<file path="src/rtl/fifo_uart_pkg.sv">
// Shared types and helpers for the FIFO-fed UART transmitter.
package fifo_uart_pkg;

  typedef enum logic [2:0] {
    IDLE,
    POP,
    LOAD,
    START,
    DATA,
    PAR,
    STOP
  } tx_state_t;

  localparam int PAR_NONE = 0;
  localparam int PAR_EVEN = 1;
  localparam int PAR_ODD  = 2;

  // Unsupported modes yield 0; the caller never transmits the bit then.
  function automatic logic calc_parity(input logic [7:0] data, input int mode);
    logic p;
    p = ^data;
    case (mode)
      PAR_EVEN: return p;
      PAR_ODD:  return ~p;
      default:  return 1'b0;
    endcase
  endfunction

endpackage

</file>
<file path="src/rtl/fifo_uart_tx_baud.sv">
// Bit-period timer: TICK marks the last clock of every CLK_DIV-cycle bit.
module baud_tick_gen #(
  parameter int CLK_DIV = 434
) (
  input  logic CLOCK,
  input  logic RESET,
  input  logic CLR,
  output logic TICK
);

  localparam int CNT_W = $clog2(CLK_DIV);
  localparam logic [CNT_W-1:0] LAST = CNT_W'(CLK_DIV - 1);

  logic [CNT_W-1:0] r_cnt;

  always_ff @(posedge CLOCK) begin
    if (RESET || CLR || (r_cnt == LAST)) begin
      r_cnt <= '0;
    end else begin
      r_cnt <= r_cnt + CNT_W'(1);
    end
  end

  assign TICK = !CLR && (r_cnt == LAST);

endmodule

</file>
<file path="src/rtl/fifo_uart_tx.sv">
// Pops one byte per frame from the FIFO read port and serialises it as 8N1/8E1/8O1 (1 or 2 stops).
module fifo_uart_tx
  import fifo_uart_pkg::*;
#(
  parameter int CLK_DIV   = 434,
  parameter int PARITY    = 0,
  parameter int STOP_BITS = 1
) (
  input  logic        CLOCK,
  input  logic        RESET,
  input  logic        ENABLE,
  input  logic        FIFO_EMPTY_N,
  input  logic [7:0]  FIFO_DATA,
  output logic        FIFO_READ,
  output logic        TX,
  output logic        BUSY,
  output logic        BYTE_DONE,
  output logic [15:0] FRAME_CNT
);

  localparam logic PAR_EN   = (PARITY == PAR_EVEN) || (PARITY == PAR_ODD);
  localparam logic TWO_STOP = (STOP_BITS == 2);

  tx_state_t   r_state;
  logic [7:0]  r_shift;
  logic        r_par;
  logic [2:0]  r_bit_cnt;
  logic        r_tx;
  logic        r_fifo_read;
  logic        r_busy;
  logic        r_byte_done;
  logic [15:0] r_frame_cnt;
  logic        w_tick;
  logic        w_baud_clr;

  // Holding the timer clear until START makes every bit start from count 0;
  // later state changes only happen on a tick, where the counter wraps anyway.
  assign w_baud_clr = (r_state == IDLE) || (r_state == POP) || (r_state == LOAD);

  baud_tick_gen #(.CLK_DIV(CLK_DIV)) u_baud (
    .CLOCK(CLOCK),
    .RESET(RESET),
    .CLR  (w_baud_clr),
    .TICK (w_tick)
  );

  always_ff @(posedge CLOCK) begin
    if (RESET) begin
      r_state     <= IDLE;
      r_shift     <= '0;
      r_par       <= 1'b0;
      r_bit_cnt   <= '0;
      r_tx        <= 1'b1;
      r_fifo_read <= 1'b0;
      r_busy      <= 1'b0;
      r_byte_done <= 1'b0;
      r_frame_cnt <= '0;
    end else begin
      r_fifo_read <= 1'b0;
      r_byte_done <= 1'b0;
      case (r_state)
        IDLE: begin
          if (ENABLE && FIFO_EMPTY_N) begin
            r_state     <= POP;
            r_fifo_read <= 1'b1;
            r_busy      <= 1'b1;
          end
        end
        POP: r_state <= LOAD;
        LOAD: begin
          r_shift   <= FIFO_DATA;
          r_par     <= calc_parity(FIFO_DATA, PARITY);
          r_bit_cnt <= '0;
          r_tx      <= 1'b0;
          r_state   <= START;
        end
        START: begin
          if (w_tick) begin
            r_tx    <= r_shift[0];
            r_state <= DATA;
          end
        end
        DATA: begin
          if (w_tick) begin
            if (r_bit_cnt == 3'd7) begin
              r_bit_cnt <= '0;
              if (PAR_EN) begin
                r_tx    <= r_par;
                r_state <= PAR;
              end else begin
                r_tx    <= 1'b1;
                r_state <= STOP;
              end
            end else begin
              r_bit_cnt <= r_bit_cnt + 3'd1;
              r_shift   <= {1'b0, r_shift[7:1]};
              r_tx      <= r_shift[1];
            end
          end
        end
        PAR: begin
          if (w_tick) begin
            r_tx    <= 1'b1;
            r_state <= STOP;
          end
        end
        STOP: begin
          // r_bit_cnt counts completed stop bits when two are configured.
          if (w_tick) begin
            if (TWO_STOP && (r_bit_cnt == 3'd0)) begin
              r_bit_cnt <= 3'd1;
            end else begin
              r_bit_cnt   <= '0;
              r_busy      <= 1'b0;
              r_byte_done <= 1'b1;
              r_frame_cnt <= r_frame_cnt + 16'd1;
              r_state     <= IDLE;
            end
          end
        end
        default: r_state <= IDLE;
      endcase
    end
  end

  assign FIFO_READ = r_fifo_read;
  assign TX        = r_tx;
  assign BUSY      = r_busy;
  assign BYTE_DONE = r_byte_done;
  assign FRAME_CNT = r_frame_cnt;

endmodule

</file>
<file path="config.mk">
export PLATFORM = sky130hd
export DESIGN_NAME = fifo_uart_tx
export DESIGN_NICKNAME = d
export VERILOG_FILES = /design/src/rtl/fifo_uart_pkg.sv /design/src/rtl/fifo_uart_tx_baud.sv /design/src/rtl/fifo_uart_tx.sv
export SDC_FILE = /design/constraint.sdc
export NUM_CORES = 1
export LEC_CHECK = 0
export ABC_AREA = 1
export BUFFER_PORTS_ARGS = -buffer_cell sky130_fd_sc_hd__buf_2
export CAP_MARGIN = 25
export CORE_MARGIN = 5
export CORE_UTILIZATION = 39
export DETAILED_ROUTE_END_ITERATION = 6
export PLACE_DENSITY = 0.58
export SETUP_SLACK_MARGIN = 0.5
export SLEW_MARGIN = 10
export SYNTH_ARGS = -nofsm -noshare
export SYNTH_HDL_FRONTEND = slang
export SYNTH_SLANG_ARGS = --single-unit
</file>
<file path="constraint.sdc">
create_clock -name CLOCK -period 4.08 [get_ports CLOCK]
set_clock_uncertainty 0.15 [all_clocks]
set_input_delay 0 -clock CLOCK [delete_from_list [all_inputs] [get_ports CLOCK]]
set_output_delay 0 -clock CLOCK [all_outputs]
set_load 0.1 [all_outputs]
</file>
* Word level (Yosys, flattened, before mapping) *
Cells that the tools add are included.

word-level totals
  register bits = 43
  bits of input ports = 12
  word-level logic and storage cells = 72

operators by class
  $add $sub $neg = 3
  equal/unequal tests = 15
  muxes and demuxes = 23
  bitwise gates (word level) = 2
  reductions and logical operators = 20

operator list
  kind                                                                   count
  3-bit two-way mux                                                      8
  3-bit case mux with 7 select lines                                     1
  16-bit by 1-bit adder with 16-bit output, second input constant        1
  8-bit two-way mux                                                      2
  8-bit case mux with 2 select lines                                     1
  3-bit equality test, second input constant                             4
  2-bit by 1-bit != test with 1-bit output, second input constant        5
  9-bit by 1-bit adder with 9-bit output, second input constant          1
  9-bit equality test, second input constant                             1
  3-bit case mux with 3 select lines                                     1
  3-bit AND reduction                                                    3
  1-bit two-way mux                                                      8
  3-bit by 2-bit equality test with 1-bit output, second input constant  2
  6-bit AND reduction                                                    1
  1-bit logical OR                                                       4
  2-bit != test, second input constant                                   2
  1-bit case mux with 4 select lines                                     1
  4-bit AND reduction                                                    1
  2-bit nonzero test                                                     2
  4-bit nonzero test                                                     1
  2-bit OR reduction                                                     2
  3-bit by 1-bit adder with 3-bit output, second input constant          1
  3-bit by 1-bit equality test with 1-bit output, second input constant  1
  3-bit logical NOT                                                      1
  6 further kinds                                                        8

* Logic depth before layout (Yosys ltp) *
Gate-level depths: netlist of the first run.

  depth after elaboration = 7
  mapped depth = 10
  mapped depth without buffers = 10

* Hierarchy *
From an unflattened synthesis of the first run, not the netlist that was laid out.

unflattened totals
  cells, all modules = 317
  area, all modules = 2306.0 µm²

by module, submodules not included
  module         instances  cells an instance  area an instance (µm²)  sequential area each (µm²)
  fifo_uart_tx   1          253                1841.8                  680.7
  baud_tick_gen  1          64                 464.2                   180.2

* Least setup slack after synthesis of the first run *
OpenSTA, ideal clock, no wires.

  path kind = register to register
  start = register r_frame_cnt[0], in the netlist FRAME_CNT[0]
  end = register r_frame_cnt[12], in the netlist FRAME_CNT[12]
  setup time = 0.119 ns
  arrival = 2.133 ns
  data required time = 3.811 ns
  slack = 1.678 ns
  stages on the path, launching flop included = 9
  buffers on the path = 0
  clock period less this slack = 2.402 ns
  path through = dfxtp_1 ha_1 nand3_1 nor2_1 nand3_1 nor2_4 nand3_1 nand2_1 nor2_1

on the way
  word-level cells in the longest chain between the ends = 1

ends and longest elaborated chain
  item                                      line                 RTL
  start: declaration                        fifo_uart_tx.sv:32   logic [15:0] r_frame_cnt;
  start signal: assignment                  fifo_uart_tx.sv:116  r_frame_cnt <= r_frame_cnt + 16'd1;
  16-bit by 1-bit adder with 16-bit output  fifo_uart_tx.sv:116

Every way passes these cells.
A chain may end at the register's enable or synchronous reset.

* Final worst setup path of the first run *
  start = register r_state[2]
  end = register r_shift[7]

on the way
  word-level cells in the longest chain between the ends = 7

ends and longest elaborated chain
  item                                                                                        line                     RTL
  start: declaration                                                                          fifo_uart_tx.sv:24       tx_state_t r_state;
  start signal: assignment                                                                    fifo_uart_tx.sv:49       r_state <= IDLE;
  start signal: assignment                                                                    fifo_uart_tx.sv:64       r_state <= POP;
  start signal: assignment                                                                    fifo_uart_tx.sv:69       POP: r_state <= LOAD;
  3-bit by 1-bit equality test with 1-bit output / 3-bit logical NOT (equally long branches)  fifo_uart_tx.sv:38       assign w_baud_clr = (r_state == IDLE) || (r_state == POP) || (r_state == LOAD);
  1-bit logical OR (2 in series)                                                              fifo_uart_tx.sv:38
  1-bit logical NOT                                                                           fifo_uart_tx_baud.sv:24  assign TICK = !CLR && (r_cnt == LAST);
  1-bit logical AND                                                                           fifo_uart_tx_baud.sv:24
  2-bit by 1-bit != test with 1-bit output (no source line)                                   n/a
  3-bit AND reduction (no source line)                                                        n/a
  end signal: assignment                                                                      fifo_uart_tx.sv:96       r_shift <= {1'b0, r_shift[7:1]};
  end: declaration                                                                            fifo_uart_tx.sv:25       logic [7:0] r_shift;

Parallel ways exist; a longest one is shown, timed or not.

==> summary.md, run 1 <==
| Metric | Value |
|---|---|
| Met3 Usage GRT | `~3.2%` |
| Crit path required time | `a little over 4000 ps` |
| Synth cell types | `31` |
| CTS max path bufs | `2` |
| Antenna violations before repair | `0` |
| CTS H-tree depth | `2` |
| Detailed placer's ending HPWL | `3.47 mm` |
| Status | `finished clean` |
| Yosys reg bits | `43` |
| Sum Neg Setup Slack | `0 ps` |
| Worst Tran Pin Value | `570 ps` |
| Part of the Yosys area used for sequential elements | `between 30% and 40%` |
| Buffers on Ports | `31` |
| Row count | `27` |
| Slew HR | `61.8%` |
| Cell Area, Synth | `around 2200 µm²` |
| Leakage dissipation | `roughly 1.1 nW` |
| Vias/cell | `4.66` |
| Total GRT Usage | `~14%` |
| Die Wd | `85.3 µm` |
| Final period util | `about three fifths` |
| GRT met2 Usage | `a little over a fifth` |
| Antenna Nets Post-Route | `0` |
| Clock Sinks | `43` |
| Number of remaining DRC errors | `0` |
| Post-CTS setup buffer count | `0` |
| GR peak layer | `met2` |
| Post-route cell area | `2620 µm²` |
| PD cells | `419 nW/µm²` |
| Critical path type | `flip-flop to flip-flop` |
| Hold_buf cts | `13` |
| Total number of vias | `approximately 2000` |
| Cells after Synth | `roughly 320` |
| Global-route wire length before repair | `about 8.4 mm` |
| Layout area overhead | `18.3%` |
| Gpl congestion | `~0.79` |
| DRT iter0 DRCs | `78` |
| Drt pass-1 iters | `4` |
| Syn avg cell area | `~7.0 µm²` |
| Pwr Total | `about 1.1 mW` |
| Maximum vdd drop | `slightly above 300 µV` |
| Initial Util | `roughly two fifths` |
| CTS resizes | `0` |
| Routed length per instance | `approximately 11 µm` |
| Total gr overflow | `0` |
| Clock-pin slew on the worst setup and hold paths | `around 80 ps` |
| Number of buffers created by CTS | `5` |
| Met1 usage | `about a fifth` |
| Clk Latency, worst-skew pair | `roughly 300 ps` |
| Synth warnings | `0` |
| Net Count, Synth | `~340` |
| DIE HEIGHT | `roughly 85 µm` |
| Period minus WS final | `2410 ps` |
| Ant diodes | `0` |
| Filler cells | `roughly 580` |
| CTS root buffer | `clkbuf_8` |
| Setup ws final | `1670 ps` |
| Pin count of the biggest net entering global routing | `20` |
| Setup crit start kind | `flip-flop` |
| Max cap viols | `0` |
| Fin. max-slew vios | `0` |
| F_max | `roughly 410 MHz` |
| RSZ-0062 raised after global routing | `false` |
| Util after Layout | `a little under half` |
| Die area | `7280 µm²` |
| Core area | `~5500 µm²` |
| Number of global-route vias before repair | `roughly 1900` |
| Dpl cell area | `~2400 µm²` |
| Hold Violations, Final | `0` |
| Final setup fails | `0` |
| CP Max Fanout | `13` |
| Endpoint class of the critical path | `flip-flop` |
| Routed WL | `4.82 mm` |
| Worst EP arrival | `2450 ps` |
| Layout cells sized above 1 | `between 15 and 20%` |
| Hold Crit Class | `flip-flop to flip-flop` |
| CTS tree | `done` |
| Fin nets | `378` |
| Worst slack, placed | `about 2100 ps` |
| IO Pins | `32` |
-- sequential cells by signal, indices dropped and copies added, names as in the netlist --
name          flops
FIFO_READ         1
r_state           3
r_bit_cnt         3
r_shift           8
FRAME_CNT        16
TX                1
BUSY              1
BYTE_DONE         1
u_baud.r_cnt      9
-- per-stage QoR --
stage               std cells  hold WS (ps)
floorplan                 318         -1.53
global placement          413           148
detailed placement        413           146
CTS                       433           303
global route              433           332
finish                    433           298
-- where the power goes --
group	switching (mW)	leakage (nW)	total, mW	internal (mW)
logic	0.210	0.740	0.304	0.0938
registers	0.0440	0.348	0.516	0.472
clock network	0.143	0.0470	0.276	0.133
-- worst paths after layout --
kind	from	cells after the start	slack, ps	end
worst max-delay path	r_state[2]$_SDFFE_PP0P_	8	1670	r_shift[7]$_SDFFE_PP0P_
worst min-delay path	r_shift[5]$_SDFFE_PP0P_	2	300	r_shift[5]$_SDFFE_PP0P_
worst max register to register	r_state[2]$_SDFFE_PP0P_	8	1670	r_shift[7]$_SDFFE_PP0P_
worst min register to register	r_shift[5]$_SDFFE_PP0P_	2	300	r_shift[5]$_SDFFE_PP0P_
-- layout make-up --
class,count,area [µm²],area share (%)
clock inverters,1,5.00,0.191
flip-flops and latches,43,861,32.9
clock buffers,6,82.6,3.16
inverters,32,121,4.64
repair buffers,44,285,10.9
multi-input cells,235,1170,44.8
well taps,72,90.1,3.44
-- routing by layer --
layer | vias up | share of wire (%)
met5 | - | 0
met4 | 0 | 1.1
met3 | 7 | 3.9
met2 | 28 | 43
met1 | 885 | 52
li1 | 1098 | -
-- layout by cell type, fill, tap and decap left out, types with 2 or more instances in the layout --
cell,netlist,final
clkbuf_8,0,6
inv_1,26,26
nor3_1,3,3
clkinv_2,1,2
nand4_1,2,2
o21ai_1,3,3
xor2_1,7,7
nand2_2,6,6
nand3_1,23,23
dlygate4sd3_1,0,13
dfxtp_1,43,43
nand3b_1,4,4
nor2_1,43,43
buf_2,2,31
ha_1,5,5
o21ai_0,16,16
inv_2,4,4
nand3_2,3,3
nor2_4,4,4
a21boi_0,2,2
nand2_1,83,83
a21oi_1,24,24
-- synthesized netlist by cell type (all sizes together) --
master	count	area share, %
or2	1	0.28
nor3	3	0.68
nor2	48	9.6
dfxtp	43	39
nand2	89	16
clkbuf	2	0.34
buf	6	2.3
inv	30	5.1
and3	1	0.28
a21oi	24	5.4
nor3b	1	0.34
nand4	2	0.57
nor4	1	0.28
xor2	7	2.8
a21boi	2	0.68
nand3b	4	1.4
o21ai	19	4.3
clkinv	2	0.40
ha	5	2.8
nand3	27	7.4
xnor2	1	0.40
-- logic make-up after synthesis --
family	share of synthesized area [%]
adders and majority gates	2.83
DFF	38.9
and+or+nand+nor	36.5
AOI/OAI and AO/OA	10.4
buffers and inverters	8.14
xor gates and xnor gates	3.17
-- worst max-delay path, stage by stage, from the launching register on --
cell	delay (ps)
dfxtp_1	610
nand3_2	300
inv_2	200
nand2_2	80
nand2_2	90
nand2_2	150
nand2_1	100
a21oi_1	50
dlygate4sd3_1	560
Note: power is estimated with default switching activity, not from simulation.
==> run 2: changes to the inputs <==
==> constraint.sdc (replaced) <==
create_clock -name CLOCK -period 2.4 [get_ports CLOCK]
set_clock_uncertainty 0.15 [all_clocks]
set_input_delay 0 -clock CLOCK [delete_from_list [all_inputs] [get_ports CLOCK]]
set_output_delay 0 -clock CLOCK [all_outputs]
set_load 0.1 [all_outputs]
==> summary.md, run 2 (synthesis gave the netlist of run 1 again) <==
| Metric | Value |
|---|---|
| Status | `finished clean (unchanged)` |
| Global-route wire length before repair | `8.34 mm (was 8.44 mm)` |
| Worst slack, placed | `499 ps (was 2150 ps)` |
| Ant diodes | `0 (unchanged)` |
| Max cap viols | `0 (unchanged)` |
| Number of global-route vias before repair | `1903 (was 1894)` |
| CTS root buffer | `clkbuf_8 (unchanged)` |
| Routed WL | `4.69 mm (was 4.82 mm)` |
| Final setup fails | `0 (unchanged)` |
| Detailed placer's ending HPWL | `3.40 mm (was 3.47 mm)` |
| Number of flip-flops in the largest register | `16 (unchanged)` |
| Clock-pin slew on the worst setup and hold paths | `80 ps (about the same)` |
| PD cells | `696 nW/µm² (was 419 nW/µm²)` |
| Buffers on Ports | `31 (unchanged)` |
| Hold Violations, Final | `0 (unchanged)` |
| CTS H-tree depth | `2 (unchanged)` |
| CP Max Fanout | `13 (unchanged)` |
| Total number of vias | `2029 (was 2018)` |
| RR Startpoint | `r_state[0]$_SDFFE_PP0P_ (was r_state[2]$_SDFFE_PP0P_)` |
| Dpl cell area | `2420 µm² (was 2400 µm²)` |
| Gpl congestion | `0.813 (was 0.787)` |
| Clk Latency, worst-skew pair | `290 ps (was 300 ps)` |
| R2r worst-path depth | `8 (unchanged)` |
| Worst Hold Path Cells | `2 (unchanged)` |
| Sum Neg Setup Slack | `0 ps (unchanged)` |
| F_max | `589 MHz (was 415 MHz)` |
| Crit-path max cell delay | `550 ps (was 610 ps)` |
| Total gr overflow | `0 (unchanged)` |
| Hold Crit Class | `flip-flop to flip-flop (unchanged)` |
| CP Cell Sequence | `inv_2 -> nand3_4 -> inv_2 -> nand2_2 -> nand2_2 -> nand2_2 -> o21ai_0 -> a21oi_1 (was nand3_2 -> inv_2 -> nand2_2 -> nand2_2 -> nand2_2 -> nand2_1 -> a21oi_1 -> dlygate4sd3_1)` |
| Critical path type | `flip-flop to flip-flop (unchanged)` |
| CTS tree | `done (unchanged)` |
| Fin. max-slew vios | `0 (unchanged)` |
| Post-route cell area | `2640 µm² (was 2620 µm²)` |
| Die area | `7280 µm² (unchanged)` |
| Final period util | `70.8% (was 59.1%)` |
| Commonest non-fill, non-tap cell in the layout | `nand2_1 (unchanged)` |
| Pin count of the biggest net entering global routing | `19 (was 20)` |
| Worst EP arrival | `1770 ps (was 2450 ps)` |
| Initial Util | `40.2% (unchanged)` |
| Most frequent cells in the layout | `83 x nand2_1, 43 x nor2_1, 31 x dfxtp_1, 31 x buf_2, 26 x inv_1 (was 83 x nand2_1, 43 x dfxtp_1, 43 x nor2_1, 31 x buf_2, 26 x inv_1)` |
| RSZ-0062 raised after global routing | `false (unchanged)` |
| Crit path required time | `2470 ps (was 4110 ps)` |
| Worst Tran Pin Value | `489 ps (was 570 ps)` |
| DIE HEIGHT | `85.3 µm (unchanged)` |
| Setup crit start kind | `flip-flop (unchanged)` |
| CP max stage cell | `dfxtp_1 (unchanged)` |
| Leakage dissipation | `1.14 nW (was 1.13 nW)` |
| Worst Hold Endpoint | `BUSY$_SDFFE_PP0P_ (was r_shift[5]$_SDFFE_PP0P_)` |
| Util after Layout | `47.9% (was 47.5%)` |
| Antenna violations before repair | `0 (unchanged)` |
| Row count | `27 (unchanged)` |
| Fin nets | `378 (unchanged)` |
| Crit path top cell by count | `nand2_2 (unchanged)` |
| Endpoint class of the critical path | `flip-flop (unchanged)` |
| Maximum vdd drop | `517 µV (was 304 µV)` |
| DRT iter0 DRCs | `49 (was 78)` |
| Reg2Reg Setup Slack | `700 ps (was 1670 ps)` |
| Number of remaining DRC errors | `0 (unchanged)` |
| Number of buffers created by CTS | `5 (unchanged)` |
| Core area | `5510 µm² (unchanged)` |
| Hold_sp | `BUSY$_SDFFE_PP0P_ (was r_shift[5]$_SDFFE_PP0P_)` |
| Reg2reg end | `r_shift[1]$_SDFFE_PP0P_ (was r_shift[7]$_SDFFE_PP0P_)` |
| Period minus WS final | `1700 ps (was 2410 ps)` |
| Slew HR | `67.6% (was 61.8%)` |
| Layout area overhead | `19.2% (was 18.3%)` |
| Antenna Nets Post-Route | `0 (unchanged)` |
| Vias/cell | `4.68 (was 4.66)` |
| Routed length per instance | `10.8 µm (was 11.1 µm)` |
| CTS max path bufs | `2 (unchanged)` |
| Die Wd | `85.3 µm (unchanged)` |
| Total GRT Usage | `13.6% (was 13.8%)` |
| Setup ws final | `702 ps (was 1670 ps)` |
| Clock Sinks | `43 (unchanged)` |
| Drt pass-1 iters | `4 (unchanged)` |
| Layout cells sized above 1 | `20.2% (was 16.3%)` |
| IO Pins | `32 (unchanged)` |
run 2: area by class of cell:
| cell class | instances | area, µm² |
|---|---|---|
| clock buffer | 5 | 68.8 |
| sequential | 43 | 881 |
| inverter | 32 | 121 |
| multi-input combinational | 235 | 1180 |
| clock inverter | 3 | 15.0 |
| timing repair buffer | 44 | 283 |
| fill | 544 | 2870 |
| tap | 72 | 90.1 |
run 2: worst max path at each step:
stage,startpoint,to,slack (ps),cells after the start
floorplan,FRAME_CNT[12]$_SDFFE_PP0P_,FRAME_CNT[15]$_SDFFE_PP0P_,520,7
global placement,r_state[2]$_SDFFE_PP0P_,r_shift[2]$_SDFFE_PP0P_,550,7
detailed placement,r_state[2]$_SDFFE_PP0P_,r_shift[1]$_SDFFE_PP0P_,500,7
CTS,r_state[0]$_SDFFE_PP0P_,r_shift[1]$_SDFFE_PP0P_,620,8
global route,r_state[0]$_SDFFE_PP0P_,r_shift[1]$_SDFFE_PP0P_,520,8
finish,r_state[0]$_SDFFE_PP0P_,r_shift[1]$_SDFFE_PP0P_,700,8
run 2: through the flow:
stage | instances | power [mW] | hold WS [ps]
after global placement | 414 | 1.39 | 141
final | 434 | 1.83 | 304
after detailed placement | 414 | 1.39 | 137
after floorplan | 318 | 1.33 | -1.53
after CTS | 434 | 1.86 | 304
after global routing | 434 | 1.97 | 332
run 2: critical path, delay by kind of cell (launching register included):
family                 cells  cell delay, ps
DFF                        1             550
and+or+nand+nor            4             480
AOI/OAI and AO/OA          2             240
buffers and inverters      2             210
run 2: power breakdown:
part	internal, mW	total (mW)	switching [mW]
combinational	0.158	0.516	0.357
clock	0.200	0.447	0.248
sequential	0.800	0.872	0.0719
total	1.16	1.83	0.677
run 2: timing repair:
action,4_1_cts,5_1_grt
resized for setup,1,1
pin swaps,0,0
hold buffers,12,0
setup buffers,0,0
setup endpoints to repair,2,9
hold endpoints to repair,22,0
run 2: routing by layer:
| layer | share of wire, % | track usage, % | vias to the layer above | wire, µm |
|---|---|---|---|---|
| met5 | 0 | 0 | - | 0 |
| met4 | 0.66 | 2.88 | 0 | 31 |
| met3 | 5.1 | 3.30 | 4 | 240 |
| met2 | 44 | 22.1 | 31 | 2060 |
| met1 | 50 | 18.3 | 893 | 2360 |
| li1 | - | - | 1101 | - |
